## config.mk

```make
export PLATFORM = sky130hd
export DESIGN_NAME = ensemble_diag_scheduler
export DESIGN_NICKNAME = d
export VERILOG_FILES = /design/src/rtl/ensemble_diag_scheduler_pkg.sv /design/src/rtl/ensemble_diag_scheduler_watchdog.sv /design/src/rtl/ensemble_diag_scheduler.sv
export SDC_FILE = /design/constraint.sdc
export NUM_CORES = 1
export LEC_CHECK = 0
export CAP_MARGIN = 10
export CORE_MARGIN = 3
export CORE_UTILIZATION = 25
export CTS_BUF_LIST = sky130_fd_sc_hd__clkbuf_16
export DETAILED_ROUTE_END_ITERATION = 8
export SETUP_SLACK_MARGIN = 0.1
export SYNTH_ARGS = -nofsm -noshare
export SYNTH_HDL_FRONTEND = slang
export SYNTH_SLANG_ARGS = --single-unit
```

## constraint.sdc

```tcl
create_clock -name i_clk -period 1.7 [get_ports i_clk]
set_input_delay 0.34 -clock i_clk [delete_from_list [all_inputs] [get_ports i_clk]]
set_output_delay 0.34 -clock i_clk [all_outputs]
set_load 0.03 [all_outputs]
```

## src/rtl/ensemble_diag_scheduler_pkg.sv

```systemverilog
// Shared scheduler definitions: state encoding and default ensemble geometry,
// also used by the prepro and SNN control blocks.
package ensemble_diag_scheduler_pkg;

    localparam int NUM_DIAG_DEF    = 20;
    localparam int DIAG_W_DEF      = 5;
    localparam int TIMEOUT_CYC_DEF = 2048;
    localparam int TO_W_DEF        = 12;

    typedef enum logic [2:0] {
        ST_IDLE      = 3'd0,
        ST_PRE_START = 3'd1,
        ST_PRE_WAIT  = 3'd2,
        ST_SNN_START = 3'd3,
        ST_SNN_WAIT  = 3'd4,
        ST_DONE      = 3'd5,
        ST_ERR       = 3'd6
    } sched_state_e;

endpackage

```

## src/rtl/ensemble_diag_scheduler_watchdog.sv

```systemverilog
// sched_watchdog: cycle counter that flags expiry on the last allowed wait cycle.
module sched_watchdog
    import ensemble_diag_scheduler_pkg::*;
#(
    parameter int TIMEOUT_CYC = TIMEOUT_CYC_DEF,
    parameter int TO_W        = TO_W_DEF
) (
    input  logic i_clk,
    input  logic i_rst_n,
    input  logic i_clear,
    input  logic i_enable,
    output logic o_expire
);
    logic [TO_W-1:0] r_cnt;

    always_ff @(posedge i_clk) begin
        if (!i_rst_n)      r_cnt <= '0;
        else if (i_clear)  r_cnt <= '0;
        else if (i_enable) r_cnt <= r_cnt + 1'b1;
    end

    // The owner leaves the wait state on expiry, so the counter never wraps.
    assign o_expire = i_enable && (r_cnt == TO_W'(TIMEOUT_CYC - 1));
endmodule

```

## src/rtl/ensemble_diag_scheduler.sv

```systemverilog
// Per-spectrum sequencer: NUM_DIAG prepro->SNN passes, one per ensemble diagonal.
// Define SCHED_WATCHDOG_EN to add the per-wait-state watchdog and sticky timeout_err.
module ensemble_diag_scheduler
    import ensemble_diag_scheduler_pkg::*;
#(
    parameter int NUM_DIAG    = NUM_DIAG_DEF,
    parameter int DIAG_W      = DIAG_W_DEF,
    parameter int TIMEOUT_CYC = TIMEOUT_CYC_DEF,
    parameter int TO_W        = TO_W_DEF
) (
    input  logic              i_clk,
    input  logic              i_rst_n,
    input  logic              i_spec_valid,
    output logic              o_spec_ready,
    input  logic              i_abort,
    output logic              o_prepro_start,
    input  logic              i_prepro_finished,
    output logic              o_snn_start,
    input  logic              i_snn_done,
    output logic [DIAG_W-1:0] o_diag_idx,
    output logic              o_busy,
    output logic              o_all_done,
    output logic              o_timeout_err
);
    sched_state_e      r_state, w_state_nxt;
    logic [DIAG_W-1:0] r_diag, w_diag_nxt;
    logic              w_last;

    if (NUM_DIAG < 1 || (2 ** DIAG_W) < NUM_DIAG || (2 ** TO_W) <= TIMEOUT_CYC) begin : g_bad_cfg
        $error("ensemble_diag_scheduler: inconsistent NUM_DIAG/DIAG_W/TIMEOUT_CYC/TO_W");
    end

    assign w_last = (r_diag == DIAG_W'(NUM_DIAG - 1));

`ifdef SCHED_WATCHDOG_EN
    logic w_in_wait, w_expire, r_timeout_err;

    assign w_in_wait = (r_state == ST_PRE_WAIT) || (r_state == ST_SNN_WAIT);

    sched_watchdog #(
        .TIMEOUT_CYC (TIMEOUT_CYC),
        .TO_W        (TO_W)
    ) u_wdog (
        .i_clk    (i_clk),
        .i_rst_n  (i_rst_n),
        .i_clear  (!w_in_wait),
        .i_enable (w_in_wait),
        .o_expire (w_expire)
    );

    // ERR is only left via abort/reset, so the flag simply tracks ERR residency.
    always_ff @(posedge i_clk) begin
        if (!i_rst_n) r_timeout_err <= 1'b0;
        else          r_timeout_err <= (w_state_nxt == ST_ERR);
    end
    assign o_timeout_err = r_timeout_err;
`else
    assign o_timeout_err = 1'b0;
`endif

    always_comb begin
        w_state_nxt = r_state;
        w_diag_nxt  = r_diag;
        if (i_abort && (r_state != ST_IDLE)) begin
            w_state_nxt = ST_IDLE;
            w_diag_nxt  = '0;
        end else begin
            case (r_state)
                ST_IDLE: begin
                    if (i_spec_valid && !i_abort) begin
                        w_state_nxt = ST_PRE_START;
                        w_diag_nxt  = '0;
                    end
                end
                ST_PRE_START: w_state_nxt = ST_PRE_WAIT;
                ST_PRE_WAIT: begin
                    if (i_prepro_finished) w_state_nxt = ST_SNN_START;
`ifdef SCHED_WATCHDOG_EN
                    else if (w_expire)     w_state_nxt = ST_ERR;
`endif
                end
                ST_SNN_START: w_state_nxt = ST_SNN_WAIT;
                ST_SNN_WAIT: begin
                    if (i_snn_done) begin
                        if (w_last) begin
                            w_state_nxt = ST_DONE;
                        end else begin
                            w_state_nxt = ST_PRE_START;
                            w_diag_nxt  = r_diag + 1'b1;
                        end
                    end
`ifdef SCHED_WATCHDOG_EN
                    else if (w_expire) w_state_nxt = ST_ERR;
`endif
                end
                ST_DONE: begin
                    w_state_nxt = ST_IDLE;
                    w_diag_nxt  = '0;
                end
                ST_ERR:  w_state_nxt = ST_ERR;
                default: begin
                    w_state_nxt = ST_IDLE;
                    w_diag_nxt  = '0;
                end
            endcase
        end
    end

    always_ff @(posedge i_clk) begin
        if (!i_rst_n) begin
            r_state <= ST_IDLE;
            r_diag  <= '0;
        end else begin
            r_state <= w_state_nxt;
            r_diag  <= w_diag_nxt;
        end
    end

    assign o_spec_ready   = (r_state == ST_IDLE);
    assign o_busy         = (r_state != ST_IDLE);
    assign o_prepro_start = (r_state == ST_PRE_START);
    assign o_snn_start    = (r_state == ST_SNN_START);
    assign o_all_done     = (r_state == ST_DONE);
    assign o_diag_idx     = r_diag;
endmodule

```

# Word level (Yosys, flattened, before mapping)
# Cells that the tools add are included.
# word_totals
register_bits	8
inputBits	6
# classes
addsub	1
bitwise_logic	2
n_reduce_logical	9
mux	9
n_eq_ne	11
# ops
op	n
3-bit one-hot mux with 6 select lines	1
5-bit 2-to-1 mux	3
5-bit one-hot mux with 3 select lines	1
3-bit 2-to-1 mux	4
3-bit == test, second input constant	3
3-bit by 2-bit == test with 1-bit output, second input constant	2
2-bit != test, second input constant	3
5-bit by 1-bit adder with 5-bit output, second input constant	1
5-bit == test, second input constant	1
4-bit AND reduction	1
4-bit OR reduction	1
3-bit by 1-bit == test with 1-bit output, second input constant	1
3-bit logical NOT	1
3-bit AND reduction	1
3-bit nonzero test	1
1-bit logical AND	2
2-bit by 1-bit != test with 1-bit output, second input constant	1
1-bit NOT	2
2-bit OR reduction	1
1-bit logical NOT	1

# Depth between registers and ports, before layout
# depth
ltp_word	4
depth_mapped	6

# Least setup slack after synthesis
# Ideal clock, no wire load.
# synth_path
path_type	reg-to-reg
startpoint	register r_state[2]
endpoint	register r_state[0]
stages_incl_launch_ff	6
period_less_slack_ns	1.813
n_path_buf	1
slack_ns	-0.113
t_arrival_ns	1.698
cell_sequence	dfxtp_1 buf_4 or3_1 inv_1 o21ai_2 a2111oi_0
# synth_via
elab_chain_len	3
elab_cells_between_ends	14
# synth_lines
item	line_no	rtl
from (decl)	ensemble_diag_scheduler.sv:25	sched_state_e r_state, w_state_nxt;
from (signal assigned)	ensemble_diag_scheduler.sv:114	r_state <= w_state_nxt;
3-bit nonzero test	--	
net o_busy	ensemble_diag_scheduler.sv:21	output logic o_busy,
1-bit logical AND	ensemble_diag_scheduler.sv:64	if (i_abort && (r_state != ST_IDLE)) begin
2-bit OR reduction (no line)	--	
# The timed path passes the listed nets, and every way through them passes these cells.
# A chain may end at the register's enable or synchronous reset.

# Worst setup path in the final report
# layout_path
startpoint	register r_state[2]
endpoint	register r_diag[2] (netlist: o_diag_idx[2])
# layout_via
elab_chain_len	4
elab_cells_between_ends	16
# layout_lines
item	line_no	rtl
3-bit by 1-bit == test with 1-bit output (tied with other cells)	ensemble_diag_scheduler.sv:68	case (r_state)
4-bit OR reduction (no line)	--	
1-bit NOT (no line)	--	
4-bit AND reduction (no line)	--	
to (signal assigned)	ensemble_diag_scheduler.sv:115	r_diag <= w_diag_nxt;
to (decl)	ensemble_diag_scheduler.sv:26	logic [DIAG_W-1:0] r_diag, w_diag_nxt;
# Parallel ways exist; a longest one is shown, timed or not.

==> impl_metrics.ini <==
[outcome]
status = finished, final reports clean

[drt]
drc = 0
wl_per_cell_um = 13.9
vias_per_cell = 4.95
drt_iter0_drc = 1
ant_nets = 0
drtPass1Iterations = 2
routed_wl_um = 1600
num_vias = 569

[critical_path]
startpoint = r_state[2]
r2r_cells = 6
reg2reg_slack_ns = 0.03
worstReg2RegEnd = o_diag_idx[2]
cp-end-kind = register
cp_max_fo = 8
path_class = reg -> reg
worstPathRequired_ns = 1.86
worstPathArrival_ns = 1.83
r2r_start = r_state[2]
crit_end = o_diag_idx[2]
start_kind = register

[yosys]
yosys.area.top_type_share = 0.309
synth_top_area_cell = dfxtp_1
synth_area_per_cell_um2 = 8.22
syn_area_um2 = 518
synthCells = 63
yosys_warnings = 0
synth-seq-area-share = 0.309
synthTopCellsByArea = dfxtp_1, or4_1, a21oi_1, o31ai_1, nand2b_1
synth-seq-cells = 8
syn_nets = 70
synth.distinct_cells = 32

[timing]
rsz0062_at_grt = yes
hold_ws_ns = 0.513
tns_ns = 0
hold_violations = 0
fin_skew_ns = 0.00118
fmax_ghz = 0.599
maxSlewViolCount = 0
period_minus_slack_ns = 1.67
setup_viol = 0
finalCritPeriodShare = 0.982

[cts]
cts_made_buffers = 3
htreeDepth = 1
cts-root-buf = clkbuf_16
cts.path.max_buffers = 2
clk_pin_slew_worst_paths_ns = 0.04
tritoncts = yes
cts_num_sinks = 8
insertion_delay_ns = 0.23

[floorplan]
rows = 15
core-area_mm2 = 0.00184
dieArea_mm2 = 0.00265
io_pins = 17
initial_utilization = 0.282
die_w_um = 51.5
die_h_um = 51.5

[placed_design]
dp_hpwl_um = 1030
gp_congestion = 0.772
io_buffers = 15
placed_cell_area_um2 = 752
placed_cells = 108

[job]
drv_cap = 0

[global_route]
grt_usage = 0.128
antenna_found_initial = 0
grt_pass1_vias = 547
grt.overflow.total = 0
grt_start_max_net_pins = 11
grt_pass1_wl_um = 2500

[finish]
final_cell_mix = buf_4, dlygate4sd2_1, nor2_1
fin_nets = 99
final_common_cell = buf_4
fillCellCount = 181
area.growth.synth_to_final_pct = 85.0
antenna_cells = 0
drive_gt1_frac = 0.467
final_cells = 115
postLayoutCellArea_um2 = 958

[pwr]
p_leak_nw = 0.392
p_per_area_mw_per_mm2 = 1020
vdd_drop_max_mv = 0.998
total_power_uw = 975

[hold_path]
hold_depth = 2
hp-class = reg -> reg
==> what timing repair did <==
action,in CTS,in global routing
resized for setup,31,11
hold endpoints to repair,0,0
cloned,1,0
buffers inserted,3,0
pin swaps,14,4
hold buffers,0,0
endpoints found under the setup margin,15,10
==> power by group <==
group / leakage (nW) / switching, mW / total (mW) / internal, mW
registers: 0.0685 / 0.0260 / 0.227 / 0.201
clock network: 0.0370 / 0.0904 / 0.394 / 0.303
logic: 0.286 / 0.178 / 0.354 / 0.177
==> cells by family (layout without fill, tap and decap cells) <==
kind of cell | after synthesis | after routing | synth area share
and+or+nand+nor | 26 | 26 | 0.329
buffers and inverters | 9 | 36 | 0.0869
AOI/OAI and AO/OA | 18 | 18 | 0.244
adders and majority gates | 1 | 1 | 0.0242
DFF | 8 | 8 | 0.309
other | 1 | 1 | 0.00724
==> synthesized netlist by cell type <==
master and n:
inv_1 4, clkbuf_2 1, or4_1 4, a31oi_1 2, nand4bb_1 1, or3_1 1, o311ai_2 1, nor2_1 5
buf_4 2, and3b_1 1, and2b_1 1, nor3_1 1, nand3_1 1, nor2b_1 2, o22ai_1 1, a21oi_1 5
a21o_1 1, nor3b_1 1, or4b_1 1, nand2_1 1, or3b_1 1, dfxtp_1 8, a2111oi_0 2, nand4b_1 1
conb_1 1, o31ai_1 3, nand2b_1 3, or2b_1 1, o21ai_2 1, o21ai_0 2, ha_1 1, buf_2 2
==> worst min-delay path by stage <==
stage,startpoint,end,slack (ns)
finish,o_diag_idx[4],o_diag_idx[4],0.51
detailed placement,o_diag_idx[1],o_diag_idx[1],0.49
CTS,o_diag_idx[1],o_diag_idx[1],0.51
floorplan,i_prepro_finished,r_state[0],0.51
global placement,o_diag_idx[1],o_diag_idx[1],0.49
global route,r_state[0],r_state[0],0.54
==> final cells by class <==
type	count	area, um^2	share of cell area
Tap cell	25	31.3	0.0326
Clock buffer	3	75.1	0.0783
Timing Repair Buffer	29	245	0.256
Inverter	4	17.5	0.0183
Multi-Input combinational cell	46	414	0.432
Sequential cell	8	175	0.183
==> per-stage QoR <==
stage | utilization | setup slack, ns
after floorplan | - | 0.121
after global placement | 0.409 | -0.262
final | 0.521 | 0.0300
after detailed placement | 0.409 | -0.275
after CTS | 0.510 | 0.0396
after global routing | 0.521 | -0.0279
==> critical path: stages, from the launching register on <==
cell and delay, ns:
dfxtp_4 0.36, buf_6 0.12, nor3b_4 0.21, a2111oi_4 0.08, buf_4 0.16, or4_4 0.52, a21oi_2 0.14
==> registers in the layout (all words and copies together) (netlist names) <==
register and count:
o_diag_idx 5, r_state 3
==> routing by layer <==
layer / share of wire / vias to the layer above / track usage
met5: 0 / - / 0
met4: 0.0075 / 0 / 0.0568
met3: 0.046 / 2 / 0.0516
met2: 0.48 / 13 / 0.197
met1: 0.47 / 266 / 0.155
li1: - / 288 / -
(Power assumes the default switching activity.)
